**config.mk**
```make
export PLATFORM = sky130hd
export DESIGN_NAME = reel_spin_ctrl
export DESIGN_NICKNAME = d
export VERILOG_FILES = /design/src/rtl/reel_spin_ctrl.sv
export SDC_FILE = /design/constraint.sdc
export NUM_CORES = 1
export LEC_CHECK = 0
export ABC_AREA = 1
export CAP_MARGIN = 20
export CELL_PAD_IN_SITES_DETAIL_PLACEMENT = 1
export CELL_PAD_IN_SITES_GLOBAL_PLACEMENT = 1
export CORE_ASPECT_RATIO = 1.1
export CORE_UTILIZATION = 30
export CTS_CLUSTER_DIAMETER = 30
export DETAILED_ROUTE_END_ITERATION = 8
export HOLD_SLACK_MARGIN = 0.12
export PLACE_DENSITY = 0.57
export SLEW_MARGIN = 30
export SYNTH_ARGS = -nofsm -noshare
export SYNTH_HDL_FRONTEND = slang
export SYNTH_SLANG_ARGS = --single-unit
```
**constraint.sdc**
```tcl
create_clock -name clk -period 3.7 [get_ports clk]
set_input_delay 1.11 -clock clk [delete_from_list [all_inputs] [get_ports clk]]
set_output_delay 1.11 -clock clk [all_outputs]
set_load 0.02 [all_outputs]
```
**src/rtl/reel_spin_ctrl.sv**
```systemverilog
`default_nettype none
// ============================================================================
// Module      : reel_spin_ctrl
// Description : Steps all reels from a programmable tick prescaler, then stops
//               them left to right with a fixed stagger. Reports the final
//               positions with a busy/done handshake. The optional macro
//               REEL_JITTER_EN adds 0..7 LFSR ticks to every reel's stop count.
// Revision    : 1.0 - initial release
// ============================================================================
module reel_spin_ctrl #(
    parameter int NUM_REELS  = 3,
    parameter int SYMBOLS    = 10,
    parameter int SYM_W      = 4,
    parameter int DIV_W      = 24,
    parameter int SPIN_STEPS = 20,
    parameter int STAGGER    = 5
) (
    input  logic                       clk,
    input  logic                       reset,
    input  logic                       div_load,
    input  logic [DIV_W-1:0]           div_value,
    input  logic                       start,
    output logic                       busy,
    output logic                       done,
    output logic                       step_tick,
    output logic [NUM_REELS-1:0]       reel_moving,
    output logic [NUM_REELS*SYM_W-1:0] reel_pos
);

    localparam int                STEP_W    = 16;
    localparam logic [DIV_W-1:0]  DIV_RESET = DIV_W'(10);
    localparam logic [SYM_W-1:0]  SYM_LAST  = SYM_W'(SYMBOLS - 1);

    typedef enum logic [1:0] {
        S_IDLE = 2'd0,
        S_SPIN = 2'd1,
        S_DONE = 2'd2
    } state_t;

    state_t                     state_q, state_d;
    logic [DIV_W-1:0]           div_reg_q, div_reg_d;
    logic [DIV_W-1:0]           cnt_q, cnt_d;
    logic [STEP_W-1:0]          step_q, step_d;
    logic                       busy_q, busy_d;
    logic                       done_q, done_d;
    logic [NUM_REELS-1:0]       moving_q, moving_d;
    logic [NUM_REELS*SYM_W-1:0] pos_q, pos_d;
    logic [STEP_W-1:0]          step_inc;
    logic [STEP_W-1:0]          stop_cnt [NUM_REELS];
    logic [2:0]                 jitter_q;

`ifdef REEL_JITTER_EN
    logic [7:0] lfsr_q, lfsr_d;
    logic [2:0] jitter_d;

    // Free-running x^8+x^6+x^5+x^4+1 Fibonacci LFSR; offset captured at start.
    always_comb begin
        lfsr_d   = {lfsr_q[6:0], lfsr_q[7] ^ lfsr_q[5] ^ lfsr_q[4] ^ lfsr_q[3]};
        jitter_d = jitter_q;
        if (state_q == S_IDLE && start) begin
            jitter_d = lfsr_q[2:0];
        end
    end

    always_ff @(posedge clk or posedge reset) begin
        if (reset) begin
            lfsr_q   <= 8'hA5;
            jitter_q <= 3'd0;
        end else begin
            lfsr_q   <= lfsr_d;
            jitter_q <= jitter_d;
        end
    end
`else
    assign jitter_q = 3'd0;
`endif

    always_comb begin
        for (int i = 0; i < NUM_REELS; i++) begin
            stop_cnt[i] = STEP_W'(SPIN_STEPS + i * STAGGER) + STEP_W'(jitter_q);
        end
    end

    assign step_tick = (state_q == S_SPIN) && (cnt_q == div_reg_q);
    assign step_inc  = step_q + STEP_W'(1);

    always_comb begin
        state_d   = state_q;
        div_reg_d = div_reg_q;
        cnt_d     = cnt_q;
        step_d    = step_q;
        busy_d    = busy_q;
        done_d    = 1'b0;
        moving_d  = moving_q;
        pos_d     = pos_q;
        case (state_q)
            S_IDLE: begin
                // A coincident load lands in div_reg_q before the first compare.
                if (div_load) begin
                    div_reg_d = div_value;
                end
                if (start) begin
                    state_d  = S_SPIN;
                    cnt_d    = '0;
                    step_d   = '0;
                    busy_d   = 1'b1;
                    moving_d = '1;
                end
            end
            S_SPIN: begin
                if (step_tick) begin
                    cnt_d  = '0;
                    step_d = step_inc;
                    for (int i = 0; i < NUM_REELS; i++) begin
                        if (moving_q[i]) begin
                            pos_d[i*SYM_W +: SYM_W] = (pos_q[i*SYM_W +: SYM_W] == SYM_LAST) ?
                                '0 : pos_q[i*SYM_W +: SYM_W] + SYM_W'(1);
                            if (step_inc == stop_cnt[i]) begin
                                moving_d[i] = 1'b0;
                            end
                        end
                    end
                    if (step_inc == stop_cnt[NUM_REELS-1]) begin
                        state_d = S_DONE;
                        busy_d  = 1'b0;
                        done_d  = 1'b1;
                    end
                end else begin
                    cnt_d = cnt_q + DIV_W'(1);
                end
            end
            S_DONE: begin
                state_d = S_IDLE;
            end
            default: begin
                state_d = S_IDLE;
            end
        endcase
    end

    always_ff @(posedge clk or posedge reset) begin
        if (reset) begin
            state_q   <= S_IDLE;
            div_reg_q <= DIV_RESET;
            cnt_q     <= '0;
            step_q    <= '0;
            busy_q    <= 1'b0;
            done_q    <= 1'b0;
            moving_q  <= '0;
            pos_q     <= '0;
        end else begin
            state_q   <= state_d;
            div_reg_q <= div_reg_d;
            cnt_q     <= cnt_d;
            step_q    <= step_d;
            busy_q    <= busy_d;
            done_q    <= done_d;
            moving_q  <= moving_d;
            pos_q     <= pos_d;
        end
    end

    assign busy        = busy_q;
    assign done        = done_q;
    assign reel_moving = moving_q;
    assign reel_pos    = pos_q;

endmodule
`default_nettype wire

```
==> impl_metrics.csv <==
group,metric,value,unit
status,status,"completed",
logic_synthesis,synth_fp_nets,570,
detailed_routing,drt_pass1_iterations,4,
min_path,hp-class,"flop to flop",
power_and_ir_drop,seqPwrFrac,48.3,%
clock_tree,ctsResizeCount,0,
power_and_ir_drop,pwr-share-comb,2.7,%
logic_synthesis,synthArstFlopShare,100,%
critical_path,max_stage_delay,0.62,ns
logic_synthesis,yosysTopAreaCell,"dfrtp_1",
sta,relSlewSlack,52.2,%
logic_synthesis,synth_flop_cell,"dfrtp_1",
critical_path,arrival,2.35,ns
detailed_routing,antenna_left,0,
global_route,grt-ovfl-total,0,
clock_tree,cts_buffer_depth,2,
floorplanning,initial_core_util,31.1,%
global_route,antenna_found_initial,0,
sta,finalHoldViolCount,0,
detailed_routing,drc,0,
sta,rsz0062_at_grt,"no",
floorplanning,io_pins,46,
placed_design,place_congestion,0.774,
final_layout,diodes,0,
final_layout,nNetsFinal,622,
global_route,grt_pass1_vias,3995,
power_and_ir_drop,swShare,21.4,%
run,cap_viol_max_count,0,
floorplanning,die_area,0.0157,mm2
detailed_routing,wl_per_cell,14.7,um
clock_tree,clkLatencyLatePin,0.34,ns
power_and_ir_drop,vdd_drop_max,186,uV
clock_tree,cts.sinks,83,
logic_synthesis,synth.cell_area,0.00455,mm2
clock_tree,path_clk_slew,0.07,ns
global_route,grt_max_degree,48,
power_and_ir_drop,p_leak,2.81,nW
floorplanning,die_w,119,um
critical_path,cp_common_cell,"nand2_1",
critical_path,cpMaxStageDelayCell,"clkdlybuf4s50_1",
critical_path,timing.setup.critical_path_class,"flop to output pin",
logic_synthesis,netlist_instances,538,
placed_design,port_buffers,45,
final_layout,syn_to_final_growth,21.8,%
placed_design,dp_hpwl,8.64,mm
critical_path,worstSetupEndpointType,"output pin",
final_layout,finalNonFillerCells,787,
logic_synthesis,synth-edff-count,0,
global_route,track_usage,15.9,%
power_and_ir_drop,intPower,1.48,mW
critical_path,required,2.59,ns
critical_path,critPathMaxFanout,7,
sta,clock.fmax,289,MHz
detailed_routing,num_vias,3646,
floorplanning,coreArea,0.0146,mm2
sta,tightest_slew,0.717,ns
sta,slew_violations,0,
sta,finalCritPeriodShare,93.6,%
clock_tree,cts_post_setup_buffers_inserted,0,
final_layout,final_common_cell,"nand2_1",
power_and_ir_drop,p_switching,402,uW
sta,finalSetupTns,0,ns
sta,skew,0.00809,ns
final_layout,drive_gt1_share,12.9,%
final_layout,post-route-util,37.9,%
final_layout,final_cell_mix,"nand2_1 (122), dfrtp_1 (81), nor2_1 (72)",
power_and_ir_drop,power,1.88,mW
clock_tree,htree_levels,3,
power_and_ir_drop,clkPwrFrac,49.0,%
logic_synthesis,synth_warnings,0,
critical_path,cp_cell_sequence,"inv_2 -> nand2_1 -> nand2_1 -> nor2_1 -> nand2_1 -> nor2_2 -> nand3_4 -> nor2_8 -> clkdlybuf4s50_1",
critical_path,start_kind,"flop",
detailed_routing,drtIter0Drc,144,
clock_tree,cts_hold_buf,0,
detailed_routing,finalWirelength,11.6,mm
floorplanning,rows,46,
clock_tree,cts_tree,"yes",
logic_synthesis,synthTopCellsByArea,"dfrtp_1 (45%), nand2_1 (10%), xor2_1 (6.2%), nor2_1 (5.9%), mux2_2 (4.9%)",
clock_tree,ctsRootBufferMaster,"clkbuf_16",
logic_synthesis,seq_area_frac_synth,45.7,%
sta,period_needed,3.46,ns
critical_path,reg2reg_setup_slack,1.34,ns
logic_synthesis,synthDistinctLibCells,38,
detailed_routing,vias_per_cell,4.63,
power_and_ir_drop,power_per_cell_area,339,mW/mm2
floorplanning,die_h,131,um
logic_synthesis,syn_area_per_cell,8.46,um2
placed_design,place_inst,771,
clock_tree,cts_buffers,9,
sta,setup_viol,0,
final_layout,fill_cells,1748,
logic_synthesis,ys_ff_latch,83,
global_route,grt_pass1_wl,19.8,mm
logic_synthesis,synth_top_area_share,44.5,%
## worst max-delay path, delay by kind of cell, from the launching register on
family / cells / cell delay [ns]
DFF: 1 / 0.47
and+or+nand+nor: 7 / 0.86
buffers and inverters: 2 / 0.68
## power groups by stage
stage	registers [mW]	clock network, mW	logic (mW)
floorplan	0.924	0	0.0134
finish	0.907	0.920	0.0503
global placement	0.924	0	0.0523
global route	0.907	0.978	0.0562
CTS	0.907	0.951	0.0529
detailed placement	0.924	0	0.0530
## cell families after synthesis
group | synth area share [%]
muxes | 4.95
xor gates and xnor gates | 8.08
buffers and inverters | 6.27
AOI/OAI and AO/OA | 7.91
DFF | 45.7
adders and majority gates | 1.10
and+or+nand+nor | 26.0
## path summary, 6_finish.rpt
path,from,to,cells after the start
worst min register to register,div_reg_q[3],div_reg_q[3],2
min in group asynchronous,reset,div_reg_q[11],2
worst max-delay path,cnt_q[10],step_tick,9
max in group asynchronous,reset,cnt_q[17],3
worst max register to register,cnt_q[10],step_q[10],11
worst min-delay path,div_reg_q[3],div_reg_q[3],2
## synth_stat cells, drive strengths merged (6+ instances only)
cell type	instances
nand4	7
xnor2	10
mux2	20
inv	58
o21ai	29
o22ai	6
nand2	128
nand3	29
nor3	15
nor2	80
xor2	32
a21oi	10
dfrtp	81
buf	6
## cell type report
class,instances,area [um2],area share [%]
clock inverter,6,65.1,1.17
sequential,83,2080,37.5
timing repair buffer,50,513,9.25
inverter,58,221,3.99
multi-input combinational,388,2190,39.5
tap,192,240,4.33
clock buffer,10,239,4.31
## state kept, by name, summed over array words and instances (netlist names)
signal and flops:
busy 1, cnt_q 24, div_reg_q 24, done 1, reel_moving 3, reel_pos 12, state_q 2, step_q 16
## per-stage QoR
stage / area (um2) / worst slack (ns) / hold slack [ns]
global route: 5550 / 0.0750 / 0.514
detailed placement: 5240 / 0.541 / 0.480
CTS: 5550 / 0.152 / 0.489
finish: 5550 / 0.237 / 0.489
floorplan: 4550 / 0.457 / 0.460
global placement: 5240 / 0.592 / 0.473
## metal layers
layer | GRT usage, % | vias to the layer above | routed length [um]
met5 | 0 | - | 0
met4 | 6.25 | 0 | 199
met3 | 2.13 | 11 | 243
met2 | 27.2 | 34 | 5800
met1 | 20.1 | 1757 | 5330
li1 | - | 1844 | -
No activity file was read; power rests on OpenSTA's default activity.
